[config.mk]
export PLATFORM = sky130hd
export DESIGN_NAME = fullchip_inst_seq
export DESIGN_NICKNAME = d
export VERILOG_FILES = /design/src/rtl/fullchip_inst_seq.sv
export SDC_FILE = /design/constraint.sdc
export NUM_CORES = 1
export LEC_CHECK = 0
export ABC_AREA = 1
export CAP_MARGIN = 20
export CELL_PAD_IN_SITES_DETAIL_PLACEMENT = 1
export CELL_PAD_IN_SITES_GLOBAL_PLACEMENT = 1
export CORE_MARGIN = 5
export CORE_UTILIZATION = 38
export CTS_CLUSTER_SIZE = 8
export DETAILED_ROUTE_END_ITERATION = 7
export GPL_ROUTABILITY_DRIVEN = 0
export GPL_TIMING_DRIVEN = 0
export HOLD_SLACK_MARGIN = 0.03
export PLACE_DENSITY_LB_ADDON = 0.1
export SYNTH_ARGS = -nofsm -noshare
export SYNTH_HDL_FRONTEND = slang
export SYNTH_SLANG_ARGS = --single-unit
[constraint.sdc]
create_clock -name i_clk -period 2.6 [get_ports i_clk]
set_clock_uncertainty 0.15 [all_clocks]
set_input_delay 0.26 -clock i_clk [delete_from_list [all_inputs] [get_ports i_clk]]
set_output_delay 0.26 -clock i_clk [all_outputs]
set_load 0.01 [all_outputs]
[src/rtl/fullchip_inst_seq.sv]
// rtl/fullchip_inst_seq.sv - fullchip instruction sequencer (KLOAD/EXEC/OFIFO/SFP), optional SEQ_PERF_CNT_EN cycle counter
module fullchip_inst_seq #(
   parameter int COL    = 8,
   parameter int ADDR_W = 4,
   parameter int GAP    = 10,
   parameter int INST_W = 20
) (
   input  logic              i_clk,
   input  logic              i_reset,
   input  logic              i_start,
   input  logic [3:0]        i_phase_en,
   input  logic [ADDR_W:0]   i_n_vec,
   input  logic              i_stall,
   output logic [INST_W-1:0] o_inst,
   output logic              o_busy,
   output logic              o_done,
   output logic [2:0]        o_state
`ifdef SEQ_PERF_CNT_EN
   ,
   output logic [15:0]       o_cycle_cnt
`endif
);

   typedef enum logic [2:0] {
      S_IDLE  = 3'd0,
      S_KLOAD = 3'd1,
      S_EXEC  = 3'd2,
      S_OFIFO = 3'd3,
      S_SFP   = 3'd4,
      S_GAP   = 3'd5,
      S_DONE  = 3'd6
   } state_t;

   localparam logic [ADDR_W:0] MAX_V   = {1'b1, {ADDR_W{1'b0}}};
   localparam logic [15:0]     L_COL   = 16'(COL);
   localparam logic [15:0]     L_KLAST = 16'(COL + 1);
   localparam logic [15:0]     L_GLAST = 16'(GAP - 1);

   state_t              r_state, r_pend, w_state, w_pend, w_q;
   logic [15:0]         r_cnt, w_cnt, w_nlast;
   logic [2:0]          r_slot, w_slot;
   logic [3:0]          r_en, w_en, w_act, w_act_in;
   logic [ADDR_W:0]     r_n, w_n, w_nc;
   logic [INST_W-1:0]   r_inst, w_dec;
   logic [3:0]          w_qk, w_pm;
   logic                w_hold, w_end;

   // Lowest-numbered active phase at or after 'from' (phase p is state p+1).
   function automatic state_t f_next(input logic [2:0] from, input logic [3:0] act);
      state_t s;
      s = S_DONE;
      for (int p = 3; p >= 0; p--) begin
         if (p >= int'(from) && act[p]) s = state_t'(3'(p + 1));
      end
      return s;
   endfunction

   always_comb begin
      w_state  = r_state;
      w_pend   = r_pend;
      w_cnt    = r_cnt;
      w_slot   = r_slot;
      w_en     = r_en;
      w_n      = r_n;
      w_end    = 1'b0;
      w_nc     = (i_n_vec > MAX_V) ? MAX_V : i_n_vec;
      w_act    = {r_en[3:1] & {3{r_n != '0}}, r_en[0]};
      w_act_in = {i_phase_en[3:1] & {3{w_nc != '0}}, i_phase_en[0]};
      w_nlast  = 16'(r_n) - 16'd1;
      w_q      = f_next(r_state, w_act);
      w_hold   = i_stall && (r_state != S_IDLE) && (r_state != S_DONE);
      if (!w_hold) begin
         case (r_state)
            S_IDLE: if (i_start) begin
               w_en    = i_phase_en;
               w_n     = w_nc;
               w_cnt   = '0;
               w_slot  = '0;
               w_state = f_next(3'd0, w_act_in);
            end
            S_KLOAD: if (r_cnt == L_KLAST) w_end = 1'b1; else w_cnt = r_cnt + 16'd1;
            S_EXEC, S_OFIFO: if (r_cnt == w_nlast) w_end = 1'b1; else w_cnt = r_cnt + 16'd1;
            S_SFP: if (r_slot == 3'd5) begin
               w_slot = '0;
               if (r_cnt == w_nlast) w_end = 1'b1; else w_cnt = r_cnt + 16'd1;
            end else begin
               w_slot = r_slot + 3'd1;
            end
            S_GAP: if (r_cnt == L_GLAST) begin
               w_state = r_pend;
               w_cnt   = '0;
            end else begin
               w_cnt = r_cnt + 16'd1;
            end
            default: w_state = S_IDLE;
         endcase
         if (w_end) begin
            w_cnt  = '0;
            w_slot = '0;
            if (w_q == S_DONE) begin
               w_state = S_DONE;
            end else if (GAP > 0) begin
               w_state = S_GAP;
               w_pend  = w_q;
            end else begin
               w_state = w_q;
            end
         end
      end
   end

   // Instruction for the step being entered; registered on the same edge as the state.
   always_comb begin
      w_dec = '0;
      w_qk  = '0;
      w_pm  = '0;
      case (w_state)
         S_KLOAD: begin
            w_dec[6] = 1'b1;
            if (w_cnt >= 16'd1 && w_cnt <= L_COL) w_dec[3] = 1'b1;
            if (w_cnt >= 16'd2 && w_cnt <= L_COL) w_qk = 4'(w_cnt - 16'd2);
         end
         S_EXEC: begin
            w_dec[7] = 1'b1;
            w_dec[5] = 1'b1;
            w_qk     = 4'(w_cnt);
         end
         S_OFIFO: begin
            w_dec[16] = 1'b1;
            w_dec[0]  = 1'b1;
            w_pm      = 4'(w_cnt);
         end
         S_SFP: begin
            w_pm = 4'(w_cnt);
            case (w_slot)
               3'd0, 3'd2: w_dec[1] = 1'b1;
               3'd1: begin w_dec[1] = 1'b1; w_dec[17] = 1'b1; end
               3'd3: begin w_dec[1] = 1'b1; w_dec[18] = 1'b1; end
               3'd4: w_dec[0] = 1'b1;
               3'd5: w_dec[19] = 1'b1;
               default: w_dec[1] = 1'b0;
            endcase
         end
         default: w_dec = '0;
      endcase
      w_dec[15:12] = w_qk;
      w_dec[11:8]  = w_pm;
   end

   always_ff @(posedge i_clk or negedge i_reset) begin
      if (!i_reset) begin
         r_state <= S_IDLE;
         r_pend  <= S_IDLE;
         r_cnt   <= '0;
         r_slot  <= '0;
         r_en    <= '0;
         r_n     <= '0;
         r_inst  <= '0;
      end else begin
         r_state <= w_state;
         r_pend  <= w_pend;
         r_cnt   <= w_cnt;
         r_slot  <= w_slot;
         r_en    <= w_en;
         r_n     <= w_n;
         r_inst  <= w_hold ? '0 : w_dec;
      end
   end

   assign o_inst  = r_inst;
   assign o_busy  = (r_state != S_IDLE);
   assign o_done  = (r_state == S_DONE);
   assign o_state = r_state;

`ifdef SEQ_PERF_CNT_EN
   logic [15:0] r_cyc;
   always_ff @(posedge i_clk or negedge i_reset) begin
      if (!i_reset)                            r_cyc <= '0;
      else if (r_state == S_IDLE && i_start)   r_cyc <= '0;
      else if (r_state != S_IDLE && r_cyc != 16'hFFFF) r_cyc <= r_cyc + 16'd1;
   end
   assign o_cycle_cnt = r_cyc;
`endif

endmodule

=== Word level (Yosys, flattened, before mapping) ===
Cells that the tools add are included.
Widths: inputs -> output; s select.

* Equal/unequal tests: 20
* Bitwise logic cells: 4
* Reduce and logical (&&, ||, !) cells: 19
* $add $sub $neg: 4
* Muxes and demuxes: 50
* Magnitude comparators: 8

{| class="wikitable"
|+ Operator list
! operator !! count
|-
| $mux 16 || 7
|-
| $pmux 16 s5 || 1
|-
| $mux 3 || 15
|-
| $eq 3x3->1 const B || 8
|-
| $mux 20 || 1
|-
| $eq 3x2->1 const B || 6
|-
| $add 16x1->16 const B || 1
|-
| $eq 16x16->1 || 1
|-
| $eq 16x4->1 const B || 1
|-
| $ge 16x1->1 const B || 1
|-
| $ge 16x2->1 const B || 1
|-
| $le 16x4->1 const B || 1
|-
| $mux 1 || 15
|-
| $reduce_bool 5->1 || 2
|-
| $eq 3x1->1 const B || 3
|-
| $pmux 3 s3 || 1
|-
| $logic_and 1x1->1 || 8
|-
| $mux 4 || 2
|-
| $pmux 4 s2 || 1
|-
| $reduce_or 4->1 || 2
|-
| $and 3x3->3 || 2
|-
| $ge 1x3->1 const A || 2
|-
| $ge 2x3->1 const A || 2
|-
| $logic_not 3->1 || 2
|-
| 14 further kinds || 19
|}

* Input port bits: 13
* Output and inout port bits: 25
* Word-level logic and storage cells: 112
* Register bits after elaboration: 54

=== Logic depth before layout (Yosys ltp) ===
* Depth after elaboration: 16
* Gate-level depth with buffers: 23
* Mapped depth without buffers: 23

=== Worst setup path after synthesis ===
No wires, ideal clock.

* Path type: flip-flop to flip-flop
* Start: register r_n[0]
* End: register r_inst[13] (netlist: o_inst[13])
* Setup time: 0.073 ns
* Clock period less this slack: 2.779 ns
* Arrival: 2.556 ns
* Buffers on the path: 0
* Required time: 2.377 ns
* Stages on the path, launching flop included: 23
* Slack: -0.179 ns
* Path through: dfrtp_1 inv_2 ha_1 nand2_1 inv_1 nor2_1 nand2_1 inv_1 nand2_1 nor2_2 nand3_4 nand2_2 nand2_4 nand2_1 nand3_1 a21oi_4 ha_1 nand3_1 nand2_1 nand3_2 nor2_4 nand2_2 a21oi_2

* Cells in the longest elaborated chain, start to end: 14
* Elaborated cells between the ends (all ways): 33
* Classes of those cells: 2 x add/sub; 2 x order compare; 4 x eq/ne; 19 x mux; 1 x bitwise; 5 x reduce/logical

{| class="wikitable"
|+ RTL lines
! item !! line !! RTL
|-
| start, declared || 43 || <nowiki>logic [ADDR_W:0] r_n, w_n, w_nc;</nowiki>
|-
| start signal, assigned || 165 || <nowiki>r_n <= w_n;</nowiki>
|-
| branches (longest 12 deep; another with $ge 16x2->1) || n/a ||
|-
| $pmux 4 s2 (*) || 117 || <nowiki>case (w_state)</nowiki>
|-
| $mux 20 (*) || 166 || <nowiki>r_inst <= w_hold ? '0 : w_dec;</nowiki>
|-
| end signal, assigned || 166 ||
|-
| end, declared || 44 || <nowiki>logic [INST_W-1:0] r_inst, w_dec;</nowiki>
|}

Mark *: on every way between the ends. The select of a mux whose other input is x is not followed.
A chain may end at the register's enable or synchronous reset.

=== Worst setup path in the final report ===
* Start: register r_n[1]
* End: register r_inst[13] (netlist: o_inst[13])

The elaborated chain is that of the path after synthesis.

==> run_results.csv <==
group,metric,value,unit
logic_synthesis,synth_compound_area_frac,0.110,
critical_path,cp_slowest_cell,"dfrtp_1",
outcome,violations,"setup timing",
critical_path,timing.rr.end,"o_inst[13]",
cells_and_area,layout_commonest_cell,"nand2_1",
cells_and_area,syn2layout_area_growth,32.8,%
critical_path,crit_start,"r_n[1]",
logic_synthesis,synth_cell_types,45,
drt,via_count,4192,
power,switchingPower,3.49,mW
power,intPower,3.06,mW
power,vdd_drop_max,0.565,mV
logic_synthesis,synthArstFlopShare,1.00,
cts,path_clk_slew,110,ps
cts,clock-sinks,51,
critical_path,cp_max_fo,5,
power,p_leak,2.60,nW
cts,cts_tree,"built",
logic_synthesis,syn_inst,590,
floorplanning,die_w,113,µm
logic_synthesis,synth_top_family_by_area,"simple AND/OR/NAND/NOR gates",
timing,grt_setup_unrepaired,"true",
timing,final_max_slew_viol_count,0,
logic_synthesis,synth-simple-area-share,0.424,
global_routing,grt_remaining_overflow,0,
cts,cts_buffers,5,
floorplanning,rows,37,
cts,clk_latency,330,ps
global_routing,antenna_found_initial,0,
critical_path,worstPathArrival,3040,ps
critical_path,path_cells,"inv_2 -> ha_4 -> nand3_2 -> nand3_1 -> nand2_1 -> nor2_4 -> nand3_4 -> nand2_4 -> nand2_8 -> nand2_2 -> nand3_2 -> a21oi_4 -> ha_2 -> nand3_2 -> nand2_2 -> nand3_2 -> nor2_4 -> nand2_2 -> a21oi_2",
cts,cts_max_path_buffers,2,
cts,cts-root-buf,"clkbuf_8",
cells_and_area,diodes,0,
power,seqPwrFrac,0.200,
place,io_buffers,35,
floorplanning,coreArea,10300,µm²
drt,first_pass_iters,4,
critical_path,endpoint_kind,"flip-flop",
timing,final.setup.tns,-2370,ps
floorplanning,fp.dieArea,12700,µm²
global_routing,grt_max_degree,35,
drt,drc_errors,0,
cts,htreeDepth,2,
power,switching_share,0.533,
job,max_cap_violations,0,
timing,setup_violations,15,
critical_path,startpoint_type,"flip-flop",
drt,ant_nets,0,
logic_synthesis,synth_ff_type,"dfrtp_1",
cells_and_area,final_cell_mix,"nand2_1 (129), nor2_1 (73), inv_1 (54), dfrtp_1 (45), nand3_1 (37)",
cells_and_area,fin_nets,686,
power,clkPwrFrac,0.095,
drt,drt-total-wl,14200,µm
critical_path,worst-path-buf-inv,1,
timing,finalCritPeriodShare,1.12,
critical_path,r2r_cells,19,
logic_synthesis,synth_xor_area_frac,0.0197,
drt,drt_iter0_drc,206,
place,place_ws,-584,ps
logic_synthesis,muxShareOfSynthArea,0.00282,
logic_synthesis,synth.avg_cell_area,6.77,µm²
timing,hold_viol,0,
drt,wl_per_cell,17.7,µm
critical_path,reg2reg_setup_slack,-320,ps
floorplanning,initial_core_util,0.389,
logic_synthesis,synth_edf_count,0,
critical_path,critical_path.most_common_cell,"nand3_2",
timing,layout_setup_ws,-323,ps
global_routing,grt_pass1_wl,22700,µm
logic_synthesis,yosys_warnings,0,
logic_synthesis,seq_area_frac_synth,0.320,
floorplanning,pin_count,38,
critical_path,r2r-start,"r_n[1]",
critical_path,crit_type,"reg2reg",
power,pwr_density_cell,1240,nW/µm²
critical_path,critPathTopFamily,"simple AND/OR/NAND/NOR gates",
timing,worst_pin_slew,580,ps
logic_synthesis,synthAdderAreaFrac,0.0188,
drt,vias_per_cell,5.21,
worst_hold_path,holdCritPathClass,"in2async",
cells_and_area,drive_gt1_frac,0.320,
timing,max_slew_margin,0.610,
outcome,status,"finished, violations left",
timing,max_freq,342,MHz
critical_path,crit_path_max_incr_delay,410,ps
logic_synthesis,synthesis.area,3990,µm²
critical_path,worstPathRequired,2710,ps
global_routing,grt_usage,0.222,
timing,period_needed,2920,ps
floorplanning,die_y,113,µm
global_routing,grt_pass1_vias,4478,
power,combPwrFrac,0.706,
place,dp_hpwl,10300,µm
logic_synthesis,synth_seq_cells,51,
## final cells by class
cell class / instances / area [µm²]
buffer: 15 / 104
clock buffer: 6 / 82.6
clock inverter: 2 / 38.8
fill: 1328 / 4970
inverter: 82 / 313
multi-input combinational: 443 / 2670
sequential: 51 / 1280
tap: 136 / 170
timing repair buffer: 69 / 642
## worst max path at each step
| stage | endpoint | slack, ps | cells past startpoint |
|---|---|---|---|
| after detailed placement | o_inst[12] | -580 | 23 |
| final | o_inst[13] | -320 | 19 |
| after floorplan | o_inst[13] | -120 | 22 |
| after global routing | o_inst[13] | -550 | 23 |
| after global placement | r_cnt[8] | -540 | 1 |
| after CTS | o_inst[12] | -300 | 22 |
## power groups by stage
stage	Sequential (mW)	Clock (mW)	Combinational (mW)
2_1_floorplan	1.26	0	2.64
4_1_cts	1.30	0.634	4.15
3_5_place_dp	1.30	0	3.67
3_3_place_gp	1.29	0	3.58
6_report	1.31	0.620	4.63
5_1_grt	1.35	0.667	5.07
## synth_stat cells (2+ instances only)
library cell | number | share of area
nor3_1 | 7 | 0.0088
nand3_4 | 3 | 0.013
buf_4 | 6 | 0.011
nand2_1 | 152 | 0.14
o21ai_0 | 18 | 0.023
nand3b_1 | 5 | 0.0094
nor2_1 | 86 | 0.081
xor2_1 | 6 | 0.013
nand3_2 | 5 | 0.013
inv_2 | 17 | 0.016
xnor2_1 | 3 | 0.0066
buf_2 | 7 | 0.0088
o22ai_1 | 2 | 0.0031
nand2_4 | 3 | 0.0085
nor2_2 | 14 | 0.022
a21oi_2 | 11 | 0.024
nand3_1 | 50 | 0.063
nor2_4 | 4 | 0.011
nand4_1 | 6 | 0.0094
o21ai_1 | 5 | 0.0063
ha_1 | 6 | 0.019
nand2_2 | 10 | 0.016
o211ai_1 | 4 | 0.0075
dfrtp_1 | 51 | 0.32
inv_1 | 64 | 0.060
a21oi_1 | 21 | 0.026
nor3_2 | 4 | 0.010
nor4_1 | 3 | 0.0047
## registers in the layout, summed over array words and instances (netlist names)
name     flops
r_n          5
o_inst      17
r_slot       3
r_pend       3
o_state      3
r_cnt       16
r_en         4
## layer usage
layer	global-route usage	part of all wire
met1	0.287	0.45
met2	0.388	0.50
met3	0.0340	0.040
met4	0.0553	0.011
met5	0	0
## through the flow
stage          hold WS, ps  instances  area (µm²)  power [mW]  utilization
2_1_floorplan         -186        591        4030        3.90            -
3_3_place_gp           306        762        4550        4.87        0.442
3_5_place_dp           104        763        4560        4.97        0.444
4_1_cts                277        793        5000        6.08        0.486
5_1_grt                318        804        5300        7.08        0.516
6_report               266        804        5300        6.56        0.516
## what timing repair did
item | in CTS | in global routing
setup endpoints to repair | 16 | 20
endpoints found under the hold margin | 17 | 0
hold buffers | 1 | 0
pin swaps | 21 | 41
buffers inserted | 21 | 12
gates resized for setup | 40 | 65
## logic make-up after synthesis
family          after synthesis
other cells                   1
xor+xnor                      9
mux                           1
flops                        51
fa+ha+maj                     6
buf+inv                      97
simple gates                356
compound gates               69
Note: power is estimated with default switching activity, not from simulation.
